[src/rtl/mcycle_pkg.sv]
// Shared definitions for the multi-cycle CPU controller: the state encoding,
// the opcodes it decodes, and the select codes it drives toward the ALU
// controller, the ALU B-operand mux and the PC-source mux.
package mcycle_pkg;

    typedef enum logic [3:0] {
        S_FETCH  = 4'd0,
        S_DECODE = 4'd1,
        S_MEMADR = 4'd2,
        S_MEMRD  = 4'd3,
        S_MEMWB  = 4'd4,
        S_MEMWR  = 4'd5,
        S_RTEX   = 4'd6,
        S_RTWB   = 4'd7,
        S_BEQEX  = 4'd8,
        S_BNEEX  = 4'd9,
        S_ADDIEX = 4'd10,
        S_ADDIWB = 4'd11,
        S_JEX    = 4'd12
    } state_e;

    localparam logic [5:0] OP_RTYPE = 6'b000000;
    localparam logic [5:0] OP_LW    = 6'b100011;
    localparam logic [5:0] OP_SW    = 6'b101011;
    localparam logic [5:0] OP_BEQ   = 6'b000100;
    localparam logic [5:0] OP_BNE   = 6'b000101;
    localparam logic [5:0] OP_ADDI  = 6'b001000;
    localparam logic [5:0] OP_J     = 6'b000010;

    // aluop codes understood by the external ALU controller
    localparam logic [1:0] ALUOP_ADD   = 2'b00;
    localparam logic [1:0] ALUOP_SUB   = 2'b01;
    localparam logic [1:0] ALUOP_FUNCT = 2'b10;

    // ALU B-operand select
    localparam logic [1:0] ALUSRCB_REG    = 2'b00;
    localparam logic [1:0] ALUSRCB_FOUR   = 2'b01;
    localparam logic [1:0] ALUSRCB_IMM    = 2'b10;
    localparam logic [1:0] ALUSRCB_BRANCH = 2'b11;

    // next-PC select
    localparam logic [1:0] PCSRC_ALU    = 2'b00;
    localparam logic [1:0] PCSRC_ALUOUT = 2'b01;
    localparam logic [1:0] PCSRC_JUMP   = 2'b10;

    // Width of an index covering 0..n-1; kept at least 1 bit so a
    // single-beat (32-bit memory) build still has a legal vector.
    function automatic int beat_width(input int n);
        return (n > 1) ? $clog2(n) : 1;
    endfunction

endpackage

[src/rtl/mcycle_controller_if.sv]
// Control/status bundle between the multi-cycle controller and the datapath.
//   master : the controller; samples op/zero/memready, drives all strobes
//   slave  : the datapath/memory side
// NBEATS sets the width of irwrite (one enable per instruction-register lane).
interface mcycle_controller_if #(
    parameter int NBEATS = 4
);

    logic [5:0]        op;
    logic              zero;
    logic              memready;

    logic              memread;
    logic              memwrite;
    logic              alusrca;
    logic              memtoreg;
    logic              lord;
    logic              regwrite;
    logic              regdst;
    logic              pcen;
    logic [1:0]        pcsource;
    logic [1:0]        alusrcb;
    logic [1:0]        aluop;
    logic [NBEATS-1:0] irwrite;
    logic              illegal;

    modport master (
        input  op, zero, memready,
        output memread, memwrite, alusrca, memtoreg, lord, regwrite, regdst,
               pcen, pcsource, alusrcb, aluop, irwrite, illegal
    );

    modport slave (
        output op, zero, memready,
        input  memread, memwrite, alusrca, memtoreg, lord, regwrite, regdst,
               pcen, pcsource, alusrcb, aluop, irwrite, illegal
    );

endinterface

[src/rtl/fetch_beat_counter.sv]
// Instruction-fetch beat index.
//   clk, reset : rising-edge clock, synchronous active-high reset
//   en         : a fetch beat completes this cycle
//   beat       : current beat index, 0..NBEATS-1
//   last       : current beat is the final one; the next completed beat wraps
module fetch_beat_counter
    import mcycle_pkg::*;
#(
    parameter int NBEATS = 4,
    localparam int BW    = beat_width(NBEATS)
) (
    input  logic          clk,
    input  logic          reset,
    input  logic          en,
    output logic [BW-1:0] beat,
    output logic          last
);

    localparam logic [BW-1:0] LAST_BEAT = BW'(NBEATS - 1);

    logic [BW-1:0] beat_q;
    logic [BW-1:0] beat_d;

    always_comb begin
        beat_d = beat_q;
        if (en) begin
            beat_d = last ? '0 : beat_q + 1'b1;
        end
    end

    always_ff @(posedge clk) begin
        if (reset) begin
            beat_q <= '0;
        end else begin
            beat_q <= beat_d;
        end
    end

    assign beat = beat_q;
    assign last = (beat_q == LAST_BEAT);

endmodule

[src/rtl/mcycle_controller.sv]
// Multi-cycle CPU main controller. Fetches a 32-bit instruction in
// 32/WIDTH memory beats, then sequences the datapath through the
// execute states for lw, sw, R-type, beq, bne, addi and j.
//   clk, reset : rising-edge clock, synchronous active-high reset
//   bus        : mcycle_controller_if master (op/zero/memready in,
//                memory strobes, datapath selects, irwrite, illegal out)
// Outputs are a pure decode of state, fetch beat, memready and zero, and
// are held at 0 while reset is asserted.
//
// state    | meaning
// FETCH    | read instruction beat fb; latch lane, advance PC on memready
// DECODE   | compute branch target; dispatch on op
// MEMADR   | compute load/store address
// MEMRD    | load read, wait for memready
// MEMWB    | write loaded data to rt
// MEMWR    | store write, wait for memready
// RTEX     | R-type ALU operation
// RTWB     | write ALU result to rd
// BEQEX    | compare; take branch on zero
// BNEEX    | compare; take branch on not zero
// ADDIEX   | add immediate
// ADDIWB   | write ALU result to rt
// JEX      | load jump target into PC
module mcycle_controller
    import mcycle_pkg::*;
#(
    parameter int WIDTH = 8
) (
    input  logic                 clk,
    input  logic                 reset,
    mcycle_controller_if.master  bus
);

    localparam int NBEATS = 32 / WIDTH;
    localparam int BEAT_W = beat_width(NBEATS);

    state_e state_q;
    state_e state_d;

    logic [BEAT_W-1:0] beat;
    logic              beat_last;
    logic              beat_en;

    logic              memread_d;
    logic              memwrite_d;
    logic              alusrca_d;
    logic              memtoreg_d;
    logic              lord_d;
    logic              regwrite_d;
    logic              regdst_d;
    logic              pcen_d;
    logic [1:0]        pcsource_d;
    logic [1:0]        alusrcb_d;
    logic [1:0]        aluop_d;
    logic [NBEATS-1:0] irwrite_d;
    logic              illegal_d;

    fetch_beat_counter #(
        .NBEATS (NBEATS)
    ) u_fetch_beat_counter (
        .clk   (clk),
        .reset (reset),
        .en    (beat_en),
        .beat  (beat),
        .last  (beat_last)
    );

    always_ff @(posedge clk) begin
        if (reset) begin
            state_q <= S_FETCH;
        end else begin
            state_q <= state_d;
        end
    end

    always_comb begin
        state_d    = state_q;
        beat_en    = 1'b0;
        memread_d  = 1'b0;
        memwrite_d = 1'b0;
        alusrca_d  = 1'b0;
        memtoreg_d = 1'b0;
        lord_d     = 1'b0;
        regwrite_d = 1'b0;
        regdst_d   = 1'b0;
        pcen_d     = 1'b0;
        pcsource_d = PCSRC_ALU;
        alusrcb_d  = ALUSRCB_REG;
        aluop_d    = ALUOP_ADD;
        irwrite_d  = '0;
        illegal_d  = 1'b0;

        unique case (state_q)
            S_FETCH: begin
                memread_d = 1'b1;
                alusrcb_d = ALUSRCB_FOUR;
                if (bus.memready) begin
                    irwrite_d = NBEATS'(1) << beat;
                    pcen_d    = 1'b1;
                    beat_en   = 1'b1;
                    if (beat_last) begin
                        state_d = S_DECODE;
                    end
                end
            end
            S_DECODE: begin
                alusrcb_d = ALUSRCB_BRANCH;
                unique case (bus.op)
                    OP_LW, OP_SW: state_d = S_MEMADR;
                    OP_RTYPE:     state_d = S_RTEX;
                    OP_BEQ:       state_d = S_BEQEX;
                    OP_BNE:       state_d = S_BNEEX;
                    OP_ADDI:      state_d = S_ADDIEX;
                    OP_J:         state_d = S_JEX;
                    default: begin
                        state_d   = S_FETCH;
                        illegal_d = 1'b1;
                    end
                endcase
            end
            S_MEMADR: begin
                alusrca_d = 1'b1;
                alusrcb_d = ALUSRCB_IMM;
                state_d   = (bus.op == OP_LW) ? S_MEMRD : S_MEMWR;
            end
            S_MEMRD: begin
                memread_d = 1'b1;
                lord_d    = 1'b1;
                if (bus.memready) begin
                    state_d = S_MEMWB;
                end
            end
            S_MEMWB: begin
                regwrite_d = 1'b1;
                memtoreg_d = 1'b1;
                state_d    = S_FETCH;
            end
            S_MEMWR: begin
                memwrite_d = 1'b1;
                lord_d     = 1'b1;
                if (bus.memready) begin
                    state_d = S_FETCH;
                end
            end
            S_RTEX: begin
                alusrca_d = 1'b1;
                aluop_d   = ALUOP_FUNCT;
                state_d   = S_RTWB;
            end
            S_RTWB: begin
                regwrite_d = 1'b1;
                regdst_d   = 1'b1;
                state_d    = S_FETCH;
            end
            S_BEQEX, S_BNEEX: begin
                alusrca_d  = 1'b1;
                aluop_d    = ALUOP_SUB;
                pcsource_d = PCSRC_ALUOUT;
                pcen_d     = (state_q == S_BEQEX) ? bus.zero : ~bus.zero;
                state_d    = S_FETCH;
            end
            S_ADDIEX: begin
                alusrca_d = 1'b1;
                alusrcb_d = ALUSRCB_IMM;
                state_d   = S_ADDIWB;
            end
            S_ADDIWB: begin
                regwrite_d = 1'b1;
                state_d    = S_FETCH;
            end
            S_JEX: begin
                pcsource_d = PCSRC_JUMP;
                pcen_d     = 1'b1;
                state_d    = S_FETCH;
            end
            default: begin
                state_d = S_FETCH;
            end
        endcase

        // Reset masks every strobe, including a decode-time illegal pulse
        // or a fetch beat that would otherwise land this cycle.
        if (reset) begin
            memread_d  = 1'b0;
            memwrite_d = 1'b0;
            alusrca_d  = 1'b0;
            memtoreg_d = 1'b0;
            lord_d     = 1'b0;
            regwrite_d = 1'b0;
            regdst_d   = 1'b0;
            pcen_d     = 1'b0;
            pcsource_d = '0;
            alusrcb_d  = '0;
            aluop_d    = '0;
            irwrite_d  = '0;
            illegal_d  = 1'b0;
        end
    end

    assign bus.memread  = memread_d;
    assign bus.memwrite = memwrite_d;
    assign bus.alusrca  = alusrca_d;
    assign bus.memtoreg = memtoreg_d;
    assign bus.lord     = lord_d;
    assign bus.regwrite = regwrite_d;
    assign bus.regdst   = regdst_d;
    assign bus.pcen     = pcen_d;
    assign bus.pcsource = pcsource_d;
    assign bus.alusrcb  = alusrcb_d;
    assign bus.aluop    = aluop_d;
    assign bus.irwrite  = irwrite_d;
    assign bus.illegal  = illegal_d;

endmodule

[src/flat_wrapper.sv]
// flat-port wrapper written by rule: the top's interface ports become plain ports
module mcycle_controller_flat import mcycle_pkg::*;
#(
    parameter int WIDTH = 8
)
  (clk, reset, bus_op, bus_zero, bus_memready, bus_memread, bus_memwrite, bus_alusrca, bus_memtoreg, bus_lord, bus_regwrite, bus_regdst, bus_pcen, bus_pcsource, bus_alusrcb, bus_aluop, bus_irwrite, bus_illegal);
  mcycle_controller_if #(.NBEATS(4)) bus_i ();
  input  logic clk;
  input  logic reset;
  input wire logic [$bits(bus_i.op)-1:0] bus_op;
  input wire logic [$bits(bus_i.zero)-1:0] bus_zero;
  input wire logic [$bits(bus_i.memready)-1:0] bus_memready;
  output wire logic [$bits(bus_i.memread)-1:0] bus_memread;
  output wire logic [$bits(bus_i.memwrite)-1:0] bus_memwrite;
  output wire logic [$bits(bus_i.alusrca)-1:0] bus_alusrca;
  output wire logic [$bits(bus_i.memtoreg)-1:0] bus_memtoreg;
  output wire logic [$bits(bus_i.lord)-1:0] bus_lord;
  output wire logic [$bits(bus_i.regwrite)-1:0] bus_regwrite;
  output wire logic [$bits(bus_i.regdst)-1:0] bus_regdst;
  output wire logic [$bits(bus_i.pcen)-1:0] bus_pcen;
  output wire logic [$bits(bus_i.pcsource)-1:0] bus_pcsource;
  output wire logic [$bits(bus_i.alusrcb)-1:0] bus_alusrcb;
  output wire logic [$bits(bus_i.aluop)-1:0] bus_aluop;
  output wire logic [$bits(bus_i.irwrite)-1:0] bus_irwrite;
  output wire logic [$bits(bus_i.illegal)-1:0] bus_illegal;
  assign bus_i.op = bus_op;
  assign bus_i.zero = bus_zero;
  assign bus_i.memready = bus_memready;
  assign bus_memread = bus_i.memread;
  assign bus_memwrite = bus_i.memwrite;
  assign bus_alusrca = bus_i.alusrca;
  assign bus_memtoreg = bus_i.memtoreg;
  assign bus_lord = bus_i.lord;
  assign bus_regwrite = bus_i.regwrite;
  assign bus_regdst = bus_i.regdst;
  assign bus_pcen = bus_i.pcen;
  assign bus_pcsource = bus_i.pcsource;
  assign bus_alusrcb = bus_i.alusrcb;
  assign bus_aluop = bus_i.aluop;
  assign bus_irwrite = bus_i.irwrite;
  assign bus_illegal = bus_i.illegal;
  mcycle_controller #(.WIDTH(WIDTH)) u_core (.clk(clk), .reset(reset), .bus(bus_i));
endmodule
[config.mk]
export PLATFORM = sky130hd
export DESIGN_NAME = mcycle_controller_flat
export DESIGN_NICKNAME = d
export VERILOG_FILES = /design/src/rtl/mcycle_pkg.sv /design/src/rtl/mcycle_controller_if.sv /design/src/rtl/fetch_beat_counter.sv /design/src/rtl/mcycle_controller.sv /design/src/flat_wrapper.sv
export SDC_FILE = /design/constraint.sdc
export NUM_CORES = 1
export LEC_CHECK = 0
export BUFFER_PORTS_ARGS = -buffer_cell sky130_fd_sc_hd__clkbuf_2
export CAP_MARGIN = 10
export CORE_UTILIZATION = 44
export CTS_CLUSTER_DIAMETER = 80
export DETAILED_ROUTE_END_ITERATION = 10
export PLACE_DENSITY = 0.77
export SETUP_SLACK_MARGIN = 0.02
export SYNTH_ARGS = -nofsm -noshare
export SYNTH_HDL_FRONTEND = slang
export SYNTH_HIERARCHICAL = 1
export SYNTH_SLANG_ARGS = --single-unit
[constraint.sdc]
create_clock -name clk -period 1.5 [get_ports clk]
set_clock_uncertainty 0.15 [all_clocks]
set_input_delay 0.3 -clock clk [delete_from_list [all_inputs] [get_ports clk]]
set_output_delay 0.3 -clock clk [all_outputs]
set_load 0.1 [all_outputs]
==> key figures, run 1 <==
Status
  – Status: aborted with a tool error
  – Last stage: detailed placement
  – Error msg: [ERROR DPL-0038] Utilization greater than 100%, impossible to legalize

Synthesis
  – Post-Syn Nets: 125
  – Top-area cell type share of the netlist area: 15.12%
  – Syn avg cell area: 6.969 um2
  – Sequential fraction of the synthesis area: 15.12%
  – Synth area leaders: dfxtp_1 (15%), nor2_1 (7.6%), buf_6 (5.7%), nor4b_1 (5.5%), a21oi_1 (4.4%)
  – Synth unique cells: 40
  – FF+latch count, synth: 6
  – Mapped Cells: 114
  – Ys Warns: 6
  – Leading area contributor after synthesis: dfxtp_1
  – Mapped cell area: 794.5 um2

Floorplan
  – Starting Density: 49.84%
  – IO Pins: 29
  – Die width: 44.50 um
  – DIE HEIGHT: 44.50 um
  – Cell Rows: 14

Placed design
  – Port-buffer cells: 28
  – GP Congestion: 0.9135
-- kinds of logic after synthesis --
| kind of cell | count (synthesis) | share of synthesized area, % |
|---|---|---|
| and+or+nand+nor | 61 | 45.04 |
| AOI/OAI and AO/OA | 30 | 24.10 |
| buffers and inverters | 12 | 9.605 |
| DFF | 6 | 15.12 |
| xor gates and xnor gates | 3 | 3.308 |
| muxes | 1 | 1.260 |
| adders and majority gates | 1 | 1.575 |
-- cell usage after synthesis --
cell,n
a221oi_1,2
clkbuf_1,6
nand3_1,1
nand2b_1,5
xor2_1,2
and2_1,1
a211oi_1,1
nor2b_1,3
nor4_1,3
xnor2_1,1
nor3b_1,4
nor4b_1,5
a31oi_1,3
o21ai_0,4
buf_6,4
and3_2,1
mux2i_1,1
o21ai_1,3
o21a_2,1
nand2_1,4
nor4bb_1,1
o211ai_1,1
o311ai_1,1
nor2_4,1
buf_2,1
nand4b_1,1
o22ai_1,1
or4_1,1
inv_1,1
a2111oi_0,1
nor3_1,7
or3_1,2
dfxtp_1,6
nor2_1,16
o21a_1,2
or3b_1,2
a21oi_1,7
ha_1,1
and3_1,3
a22oi_1,3
-- metrics by stage --
stage                   setup TNS [ns]  hold WS [ns]
after floorplan                 -9.697        0.2191
after global placement          -5.008        0.3630
==> run 2, diff against run 1 <==
--- a/config.mk
+++ b/config.mk
@@ -7,11 +7,10 @@
 export LEC_CHECK = 0
 export BUFFER_PORTS_ARGS = -buffer_cell sky130_fd_sc_hd__clkbuf_2
 export CAP_MARGIN = 10
-export CORE_UTILIZATION = 44
-export CTS_CLUSTER_DIAMETER = 80
+export CORE_AREA = 2 2 63 65
 export DETAILED_ROUTE_END_ITERATION = 10
-export PLACE_DENSITY = 0.77
-export SETUP_SLACK_MARGIN = 0.02
+export DIE_AREA = 0 0 65 67
+export PLACE_DENSITY_LB_ADDON = 0.15
 export SYNTH_ARGS = -nofsm -noshare
 export SYNTH_HDL_FRONTEND = slang
 export SYNTH_HIERARCHICAL = 1
==> constraint.sdc (replaced) <==
create_clock -name clk -period 1.95 [get_ports clk]
set_clock_uncertainty 0.15 [all_clocks]
set_input_delay 0.39 -clock clk [delete_from_list [all_inputs] [get_ports clk]]
set_output_delay 0.39 -clock clk [all_outputs]
set_load 0.1 [all_outputs]
==> run 2 against run 1 <==
  * The flow now finishes, with violations (negative setup slack)
  * Synthesized cell count did not move
  * Area after synthesis stayed put
==> key figures, run 2 <==
Status
  – Status: finished with violations (was aborted with a tool error)
  – Failing checks: negative setup slack

Placed design
  – Worst slack at placement: -0.1002 ns
  – Final HPWL DP: 2149 um
  – Placed cell count: 200
  – Port-buffer cells: 28 (unchanged)
  – GP Congestion: 0.8736 (was 0.9135)

Global route
  – Tot GR Track Use: 13.52%
  – Initial antenna violation count: 0
  – Grt ovf: 0
  – Vias in the first global route: 977
  – First-pass GRT wire length: 4581 um
  – Largest net degree at the start of global routing: 21

Timing
  – Min Tclk post-route: 2.044 ns
  – Tcrit/Tclk final: 104.8%
  – Final hold vios: 0
  – Final setup margin: -0.09388 ns
  – Setup violators final: 9
  – Achievable frequency: 489.3 MHz
  – Max-slew violation count: 0
  – RSZ-0062 raised after global routing: yes
  – Worst-Margin Slew: 0.3367 ns
  – WHS: 0.4075 ns
  – Max_slew headroom: 77.35%

Drt
  – Via density: 5.065
  – Via count: 1089
  – TritonRoute pass-1 iters: 4
  – Routed wire per std cell: 13.56 um
  – Drt first-iter violations: 29
  – Post-DRT Antenna Nets: 0
  – DRC viols: 0
  – Post-Route WL: 2915 um

Critical path
  – CP Launch Type: flip-flop
  – Crit path largest cell delay: 0.35 ns
  – Most used cell, CP: buf_12
  – Buf+Inv Stages, Crit Path: 3
  – Maximum fanout along the worst path: 6
  – Arr. time, crit path: 1.50 ns
  – Critical path class: flip-flop to primary output
  – Required @ worst endpoint: 1.41 ns
  – Worst path slowest cell: dfxtp_4
  – Crit path max-delay family: buffers and inverters
  – Setup crit end kind: primary output
  – CP Cell Sequence: buf_12 -> buf_12 -> xnor2_4 -> nor4b_4 -> buf_12

CTS
  – CTS buffer count: 3
  – Skew-Pair Late Insertion Delay: 0.22 ns
  – Htree depth: 1
  – Clk buf depth: 2
  – CTS clk-pin slew, worst paths: 0.04 ns
  – Clk sinks: 6
  – Clock Root Buffer: clkbuf_8
  – Post-CTS Hold Fix Bufs: 0
  – CTS tree: yes

Final layout
  – Share of cells above drive strength 1: 67.07%
  – Final Util: 53.50%
  – Fin nets: 180
  – ANT cells: 0
  – Synthesis-to-finish area growth: 142.8%
  – Fin cells: 215
  – Most common cell after layout, fill and taps aside: buf_4
  – Biggest register: u_core/state_q
  – Commonest cells after routing, fill and taps aside: buf_4 (25), buf_12 (24), nor2_4 (11), clkbuf_2 (8), a21oi_1 (7)
  – Max reg flops: 4

Synthesis
  – Post-synthesis adder-cell area fraction: 1.575% (unchanged)
  – EDFF count, synth: 0 (unchanged)
  – Commonest cells in the synthesized netlist: nor2_1 (16), a21oi_1 (7), nor3_1 (7), clkbuf_1 (6), dfxtp_1 (6) (unchanged)
  – Xor/xnor cell area share of the yosys netlist: 3.307% (unchanged)
  – Mapped cell area: 794.5 um2 (unchanged)
  – Mapped Cells: 114 (unchanged)
  – Largest family of logic cells by synthesized area: simple AND/OR/NAND/NOR gates (unchanged)
  – Ys Warns: 6 (unchanged)
  – Top-area cell type share of the netlist area: 15.12% (unchanged)
  – Post-synthesis compound-gate area fraction: 24.09% (unchanged)
  – Top_reg_cell synth: dfxtp_1 (unchanged)
  – Async SR Flop Fraction: 0% (unchanged)
  – Syn avg cell area: 6.969 um2 (unchanged)
  – Synth unique cells: 40 (unchanged)
  – Synth area leaders: dfxtp_1 (15%), nor2_1 (7.6%), buf_6 (5.7%), nor4b_1 (5.5%), a21oi_1 (4.4%) (unchanged)
  – Synth Area in Simple Gates: 45.04% (unchanged)
  – Sequential fraction of the synthesis area: 15.12% (unchanged)
  – Leading area contributor after synthesis: dfxtp_1 (unchanged)
  – Post-Syn Nets: 125 (unchanged)
  – Post-synthesis mux area share: 1.260% (unchanged)
  – FF+latch count, synth: 6 (unchanged)
  – Most frequent cell after synthesis: nor2_1 (unchanged)

Pwr
  – Clock share of power: 33.7%
  – Pint: 0.3581 mW
  – Peak supply drop: 145.6 uV
  – Net Sw Power: 0.1905 mW
  – Comb power frac: 41.5%
  – Leak pwr: 0.7285 nW
  – Sw Ratio: 34.72%
  – Power per cell area: 284.4 nW/um2
  – Sequential Power Share: 24.7%

Floorplan
  – IO Pins: 29 (unchanged)
  – Starting Density: 22.03% (was 49.84%)
  – DIE HEIGHT: 67 um (was 44.50 um)
  – Area of the core: 3606 um2
  – Cell Rows: 22 (was 14)
  – Die ar.: 4355 um2
  – Die width: 65 um (was 44.50 um)

Flow run
  – Max_cap viols: 0

Hold path
  – Worst hold-check path type: input pin to flip-flop
## run 2: cell counts after synthesis
No cell type changed its count.
## run 2: worst paths after layout
path / start / end / slack, ns / cells after the start
max: u_core/state_q[1] / bus_lord / -0.09 / 5
min: reset / u_core/u_fetch_beat_counter/beat[1] / 0.41 / 3
max reg2reg: u_core/state_q[1] / u_core/state_q[0] / 0.10 / 7
min reg2reg: u_core/u_fetch_beat_counter/beat[0] / u_core/u_fetch_beat_counter/beat[0] / 0.48 / 2
## run 2: layout make-up
cell class | instances | area, um2
sequential | 6 | 135.1
inverter | 1 | 3.754
timing repair buffer | 61 | 760.7
multi-input combinational | 96 | 928.4
fill | 320 | 1677
tap | 48 | 60.06
clock buffer | 3 | 41.29
## run 2: cell families (layout without fill, tap and decap cells)
| kind of cell | after synthesis | count (layout) |
|---|---|---|
| multiplexers | 1 | 1 |
| flip-flops | 6 | 6 |
| AND/OR/NAND/NOR | 61 | 61 |
| buffers and inverters | 12 | 65 |
| AO/OA/AOI/OAI | 30 | 30 |
| adder cells (fa/ha/maj) | 1 | 1 |
| XOR/XNOR | 3 | 3 |
## run 2: power by group through the flow
stage          clock (mW)  sequential (mW)  combinational (mW)
4_1_cts             0.191            0.138               0.204
6_report            0.185            0.136               0.228
3_3_place_gp            0            0.142               0.195
5_1_grt             0.203            0.137               0.240
2_1_floorplan           0            0.138               0.128
3_5_place_dp            0            0.142               0.200
## run 2: timing repair
item,in CTS,in global routing
pin swaps,5,10
resized for setup,21,17
cloned,0,1
setup buffers,3,8
endpoints found under the setup margin,18,15
endpoints found under the hold margin,0,0
## run 2: metal layers
metal | vias to the layer above | wire length [um] | global-route usage, %
li1 | 537 | - | -
met1 | 510 | 1235 | 16.60
met2 | 38 | 1495 | 23.07
met3 | 4 | 158 | 2.534
met4 | 0 | 25 | 5.585
met5 | - | 0 | 0
## run 2: worst reg2reg max path: stages, from the launching register on
cell and delay (ns):
dfxtp_4 0.35, buf_12 0.13, buf_12 0.13, buf_4 0.15, nor4_1 0.36, a31oi_1 0.16, o21a_1 0.13, nor3_1 0.18
## run 2: stage by stage
| stage | area, um2 | power (mW) | setup TNS [ns] |
|---|---|---|---|
| 5_1_grt | 1929 | 0.5801 | -0.9432 |
| 3_5_place_dp | 1614 | 0.3419 | -0.1398 |
| 3_3_place_gp | 1614 | 0.3372 | -0.05865 |
| 6_report | 1929 | 0.5487 | -0.3240 |
| 4_1_cts | 1765 | 0.5332 | -0.7330 |
| 2_1_floorplan | 1081 | 0.2664 | -3.387 |
No activity file was read; power rests on OpenSTA's default activity.
==> run 3, diff against run 2 <==
--- a/config.mk
+++ b/config.mk
@@ -11,6 +11,7 @@
 export DETAILED_ROUTE_END_ITERATION = 10
 export DIE_AREA = 0 0 65 67
 export PLACE_DENSITY_LB_ADDON = 0.15
+export SKIP_LAST_GASP = 1
 export SYNTH_ARGS = -nofsm -noshare
 export SYNTH_HDL_FRONTEND = slang
 export SYNTH_HIERARCHICAL = 1
==> run 3 against run 2 <==
  * The run still ends with negative setup slack left
  * Sequential power hardly changed
  * Die area stayed put
  * Core utilization stayed put
  * Sequential share of layout area stayed put
  * Routed wire length is 0.27% higher
  * Largest cell class unchanged
  * Highest routed layer unchanged
==> key figures, run 3 (synthesis results as in run 2) <==
Status
  – Status: finished with violations (unchanged)
  – Failing checks: negative setup slack (unchanged)

CTS
  – Clk buf depth: 2 (unchanged)
  – CTS clk-pin slew, worst paths: 0.04 ns (about the same)
  – Htree depth: 1 (unchanged)
  – Post-CTS Hold Fix Bufs: 0 (unchanged)
  – CTS buffer count: 3 (unchanged)
  – Clock Root Buffer: clkbuf_8 (unchanged)
  – CTS tree: yes (unchanged)
  – Skew-Pair Late Insertion Delay: 0.22 ns (about the same)
  – Clk sinks: 6 (unchanged)

Timing
  – Max-slew violation count: 0 (unchanged)
  – Setup violators final: 9 (unchanged)
  – Tcrit/Tclk final: 104.9% (was 104.8%)
  – Max_slew headroom: 77.90% (was 77.35%)
  – RSZ-0062 raised after global routing: yes (unchanged)
  – Min Tclk post-route: 2.045 ns (was 2.044 ns)
  – Setup TNS: -0.3379 ns (was -0.3240 ns)
  – Achievable frequency: 488.9 MHz (was 489.3 MHz)
  – Final hold vios: 0 (unchanged)
  – Final setup margin: -0.09539 ns (was -0.09388 ns)
  – WHS: 0.4043 ns (was 0.4075 ns)
  – Worst-Margin Slew: 0.3285 ns (was 0.3367 ns)

Final layout
  – Fin nets: 180 (unchanged)
  – Commonest cells after routing, fill and taps aside: buf_4 (25), buf_12 (24), nor2_4 (11), clkbuf_2 (8), a21oi_1 (7) (unchanged)
  – Biggest register: u_core/state_q (unchanged)
  – Share of cells above drive strength 1: 67.07% (unchanged)
  – Final Util: 53.50% (unchanged)
  – Max reg flops: 4 (unchanged)
  – Synthesis-to-finish area growth: 142.8% (unchanged)
  – ANT cells: 0 (unchanged)
  – Most common cell after layout, fill and taps aside: buf_4 (unchanged)

Critical path
  – Worst path slowest cell: dfxtp_4 (unchanged)
  – Arr. time, crit path: 1.51 ns (was 1.50 ns)
  – CP Cell Sequence: buf_12 -> buf_12 -> xnor2_4 -> nor4b_4 -> buf_12 (unchanged)
  – Required @ worst endpoint: 1.41 ns (about the same)
  – Maximum fanout along the worst path: 6 (unchanged)
  – CP Launch Type: flip-flop (unchanged)
  – Most used cell, CP: buf_12 (unchanged)
  – Crit path largest cell delay: 0.35 ns (about the same)
  – Critical path class: flip-flop to primary output (unchanged)
  – Reg2Reg Setup Slack: 0.12 ns (was 0.10 ns)
  – Setup crit end kind: primary output (unchanged)

Placed design
  – Port-buffer cells: 28 (unchanged)
  – GP Congestion: 0.8736 (unchanged)
  – Final HPWL DP: 2149 um (unchanged)

Drt
  – Via density: 5.121 (was 5.065)
  – M1 WL: 1224 um (was 1235 um)
  – Via count: 1101 (was 1089)
  – Routed wire per std cell: 13.60 um (was 13.56 um)
  – Post-DRT Antenna Nets: 0 (unchanged)
  – Top routing layer used: met4 (unchanged)
  – Drt first-iter violations: 33 (was 29)
  – TritonRoute pass-1 iters: 6 (was 4)
  – Met3 WL: 171 um (was 158 um)
  – Met2 WL: 1474 um (was 1495 um)
  – Post-Route WL: 2923 um (was 2915 um)
  – DRC viols: 0 (unchanged)

Floorplan
  – Die ar.: 4355 um2 (unchanged)
  – Starting Density: 22.03% (unchanged)
  – Area of the core: 3606 um2 (unchanged)
  – Cell Rows: 22 (unchanged)
  – DIE HEIGHT: 67 um (unchanged)
  – Die width: 65 um (unchanged)
  – IO Pins: 29 (unchanged)

Global route
  – Largest net degree at the start of global routing: 21 (unchanged)
  – Tot GR Track Use: 13.47% (was 13.52%)
  – Initial antenna violation count: 0 (unchanged)
  – First-pass GRT wire length: 4567 um (was 4581 um)
  – Vias in the first global route: 975 (was 977)
  – Grt ovf: 0 (unchanged)

Pwr
  – Peak supply drop: 145.4 uV (was 145.6 uV)
  – Power per cell area: 284.8 nW/um2 (was 284.4 nW/um2)
  – Leak pwr: 0.7285 nW (unchanged)

Hold path
  – Worst hold-check path type: input pin to flip-flop (unchanged)

Flow run
  – Max_cap viols: 0 (unchanged)
==> run 3: cell counts in the layout (fill, tap and decap cells not counted) <==
Identical to the previous run, type by type.
==> run 3: worst paths after layout <==
check,startpoint,end,cells past startpoint
max,u_core/state_q[1],bus_lord,5
min,reset,u_core/u_fetch_beat_counter/beat[1],3
max reg2reg,u_core/state_q[1],u_core/state_q[0],7
min reg2reg,u_core/u_fetch_beat_counter/beat[0],u_core/u_fetch_beat_counter/beat[0],2
==> run 3: per-layer routing <==
| metal | track usage (%) | vias to the layer above |
|---|---|---|
| met1 | 16.46 | 519 |
| met2 | 23.07 | 40 |
| met4 | 5.585 | 0 |
| li1 | - | 534 |
| met3 | 2.534 | 8 |
| met5 | 0 | - |
==> run 3: power breakdown <==
| part | switching, mW | internal, mW |
|---|---|---|
| Clock | 0.0532 | 0.133 |
| Sequential | 0.0127 | 0.123 |
| Combinational | 0.125 | 0.103 |
==> run 3: cell type report <==
class | count | area [um2]
fillers | 320 | 1677
well taps | 48 | 60.06
clock buffers | 3 | 41.29
flip-flops and latches | 6 | 135.1
multi-input cells | 96 | 928.4
repair buffers | 61 | 760.7
inverters | 1 | 3.754
==> run 3: critical path: cells and delay by family, from the launching register on <==
kind / cells / cell delay [ns]
simple gates: 1 / 0.31
buf+inv: 3 / 0.47
xor+xnor: 1 / 0.14
flops: 1 / 0.35
==> run 3: metrics by stage <==
| step | power, mW | std cells | setup WS [ns] | instance area, um2 |
|---|---|---|---|---|
| CTS | 0.5320 | 206 | -0.1316 | 1758 |
| detailed placement | 0.3419 | 200 | -0.1002 | 1614 |
| finish | 0.5495 | 215 | -0.09539 | 1929 |
| floorplan | 0.2664 | 114 | -0.5130 | 1081 |
| global placement | 0.3372 | 200 | -0.03789 | 1614 |
| global route | 0.5801 | 215 | -0.1326 | 1929 |
==> run 3: repair_timing <==
item / in CTS / in global routing
gates resized for setup: 20 / 18
gates cloned: 0 / 1
setup buffers: 3 / 8
pin swaps: 5 / 10
hold endpoints to repair: 0 / 0
setup endpoints to repair: 18 / 15
==> run 4, diff against run 3 <==
==> constraint.sdc (replaced) <==
create_clock -name clk -period 1.95 [get_ports clk]
set_clock_uncertainty 0.15 [all_clocks]
set_input_delay 0.39 -clock clk [delete_from_list [all_inputs] [get_ports clk]]
set_output_delay 0.39 -clock clk [all_outputs]
set_load 0.01 [all_outputs]
==> run 4 against run 3 <==
  * The flow now finishes without violations
  * First-iteration DRC count decreased by 45%
  * Routed wire length down 17%
  * Worst hold slack got worse by 0.0059 ns
  * Register-to-register slack gained 0.07 ns
  * Largest power group is now the clock network
  * Flip-flop and latch count unchanged
  * Fmax rose by 6.8%
  * Largest cell class unchanged
  * Highest routed layer is now met3
  * Critical endpoint is now bus_irwrite[3]
==> key figures, run 4 (synthesis results as in run 2) <==
Drt
  – Drt first-iter violations: 18 (was 33)
  – Via count: 997 (was 1101)
  – Post-Route WL: 2428 um (was 2923 um)
  – Via density: 4.960 (was 5.121)
  – DRC viols: 0 (unchanged)
  – Routed wire per std cell: 12.08 um (was 13.60 um)
  – TritonRoute pass-1 iters: 5 (was 6)
  – Post-DRT Antenna Nets: 0 (unchanged)

Global route
  – Grt ovf: 0 (unchanged)
  – Tot GR Track Use: 11.75% (was 13.47%)
  – Initial antenna violation count: 0 (unchanged)
  – First-pass GRT wire length: 4036 um (was 4567 um)
  – Largest net degree at the start of global routing: 15 (was 21)
  – Vias in the first global route: 944 (was 975)

Timing
  – Max_slew headroom: 73.09% (was 77.90%)
  – Worst-Margin Slew: 0.3999 ns (was 0.3285 ns)
  – Setup violators final: 0 (was 9)
  – Min Tclk post-route: 1.916 ns (was 2.045 ns)
  – Tcrit/Tclk final: 98.26% (was 104.9%)
  – Max-slew violation count: 0 (unchanged)
  – Final hold vios: 0 (unchanged)
  – Achievable frequency: 521.9 MHz (was 488.9 MHz)
  – RSZ-0062 raised after global routing: yes (unchanged)

Critical path
  – Maximum fanout along the worst path: 10 (was 6)
  – Buf+Inv Stages, Crit Path: 1 (was 3)
  – Crit path from: u_core/state_q[3] (was u_core/state_q[1])
  – Worst path slowest cell: dfxtp_4 (unchanged)
  – FF-to-FF Start: u_core/state_q[1] (unchanged)
  – Crit path largest cell delay: 0.38 ns (was 0.35 ns)
  – CP Cell Sequence: nor3_1 -> and3_1 -> and3_1 -> clkbuf_2 (was buf_12 -> buf_12 -> xnor2_4 -> nor4b_4 -> buf_12)
  – Required @ worst endpoint: 1.41 ns (about the same)
  – CP Launch Type: flip-flop (unchanged)
  – Arr. time, crit path: 1.38 ns (was 1.51 ns)
  – Critical path class: flip-flop to primary output (unchanged)
  – Setup crit end kind: primary output (unchanged)
  – Most used cell, CP: and3_1 (was buf_12)
  – Crit path max-delay family: simple AND/OR/NAND/NOR gates (was buffers and inverters)
  – Reg2Reg Setup Slack: 0.19 ns (was 0.12 ns)

Final layout
  – Fin nets: 166 (was 180)
  – Final Util: 31.82% (was 53.50%)
  – Area of the multi-input gates: 625.6 um2 (was 928.4 um2)
  – ANT cells: 0 (unchanged)
  – Fin cells: 201 (was 215)
  – Seq. cell area: 130.1 um2 (was 135.1 um2)
  – Most common cell after layout, fill and taps aside: clkbuf_2 (was buf_4)
  – Share of cells above drive strength 1: 40.52% (was 67.07%)
  – Synthesis-to-finish area growth: 44.41% (was 142.8%)
  – Fillers: 396 (was 320)
  – Commonest cells after routing, fill and taps aside: clkbuf_2 (27), buf_4 (18), nor2_1 (16), a21oi_1 (7) (was buf_4 (25), buf_12 (24), nor2_4 (11), clkbuf_2 (8), a21oi_1 (7))
  – Max reg flops: 4 (unchanged)
  – Biggest register: u_core/state_q (unchanged)

Status
  – Status: finished, final reports clean (was finished with violations)

Pwr
  – Leak pwr: 0.4967 nW (was 0.7285 nW)
  – Peak supply drop: 157.2 uV (was 145.4 uV)
  – Power per cell area: 364.1 nW/um2 (was 284.8 nW/um2)

Floorplan
  – IO Pins: 29 (unchanged)
  – Area of the core: 3606 um2 (unchanged)
  – Cell Rows: 22 (unchanged)
  – DIE HEIGHT: 67 um (unchanged)
  – Die width: 65 um (unchanged)
  – Die ar.: 4355 um2 (unchanged)
  – Starting Density: 22.03% (unchanged)

CTS
  – Htree depth: 1 (unchanged)
  – Clock Root Buffer: clkbuf_8 (unchanged)
  – CTS buffer count: 3 (unchanged)
  – Post-CTS Hold Fix Bufs: 0 (unchanged)
  – Clk buf depth: 2 (unchanged)
  – CTS clk-pin slew, worst paths: 0.04 ns (about the same)
  – CTS tree: yes (unchanged)
  – Clk sinks: 6 (unchanged)
  – Skew-Pair Late Insertion Delay: 0.22 ns (about the same)

Placed design
  – GP Congestion: 0.7308 (was 0.8736)
  – Placed cell count: 196 (was 200)
  – Port-buffer cells: 28 (unchanged)
  – Final HPWL DP: 1952 um (was 2149 um)

Hold path
  – Worst hold start: bus_op[4] (was reset)
  – Worst hold-check path type: input pin to flip-flop (unchanged)

Flow run
  – Max_cap viols: 0 (unchanged)
==> run 4: cell count changes in the layout (fill, tap and decap cells not counted), moves of 3 or more <==
cell,change
buf_4,-7
clkbuf_2,+19
nor2b_4,-3
nor2b_1,+3
nand2b_4,-3
nor2_4,-10
nand2b_1,+3
nor3_4,-3
buf_12,-24
nor2_1,+11
==> run 4: metal layers <==
metal / GRT usage, % / routed length, um / part of all wire [%]
met1: 13.70 / 1129 / 46
met2: 21.52 / 1227 / 51
met5: 0 / 0 / 0
met4: 3.989 / 0 / 0
met3: 2.027 / 72 / 3.0
==> run 4: path summary, 6_finish.rpt <==
kind                                               to  depth (start not counted)
setup / recovery                       bus_irwrite[3]                          4
setup reg to reg                    u_core/state_q[0]                          6
hold reg to reg   u_core/u_fetch_beat_counter/beat[0]                          2
hold / removal                      u_core/state_q[1]                          4
==> run 4: through the flow <==
| step | setup WS, ns | power [mW] | instance area [um2] | TNS, ns | hold WS [ns] |
|---|---|---|---|---|---|
| floorplan | 0.09350 | 0.1882 | 794.5 | 0 | 0.3091 |
| global placement | 0.03285 | 0.2311 | 1050 | 0 | 0.3767 |
| detailed placement | 0.01269 | 0.2333 | 1050 | 0 | 0.4061 |
| CTS | -0.03707 | 0.4237 | 1112 | -0.04209 | 0.3985 |
| global route | -0.04561 | 0.4475 | 1147 | -0.1430 | 0.4184 |
| finish | 0.03400 | 0.4178 | 1147 | 0 | 0.3984 |
==> run 4: where the power goes <==
part / total (mW) / switching, mW / leakage [nW] / internal [mW]
sequential: 0.133 / 0.00752 / 0.0514 / 0.125
combinational: 0.0996 / 0.0520 / 0.424 / 0.0477
clock: 0.185 / 0.0528 / 0.0216 / 0.133
==> run 4: what timing repair did <==
| action | CTS | global route |
|---|---|---|
| pin swaps | 0 | 0 |
| setup endpoints to repair | 16 | 8 |
| gates resized for setup | 9 | 5 |
| hold endpoints to repair | 0 | 0 |
| setup buffers | 0 | 2 |
| cloned | 0 | 0 |
==> run 4: worst register-to-register path: stages, from the launching register on <==
cell	delay, ns
dfxtp_4	0.36
buf_4	0.14
buf_4	0.15
nor4_1	0.41
a31oi_1	0.18
o21a_1	0.14
nor3_1	0.15
==> run 4: cell type report <==
cell class	instances	area share, %
Multi-Input combinational cell	96	54.53
Sequential cell	6	11.34
Inverter	1	0.3272
Timing Repair Buffer	47	24.97
Clock buffer	3	3.599
Tap cell	48	5.234
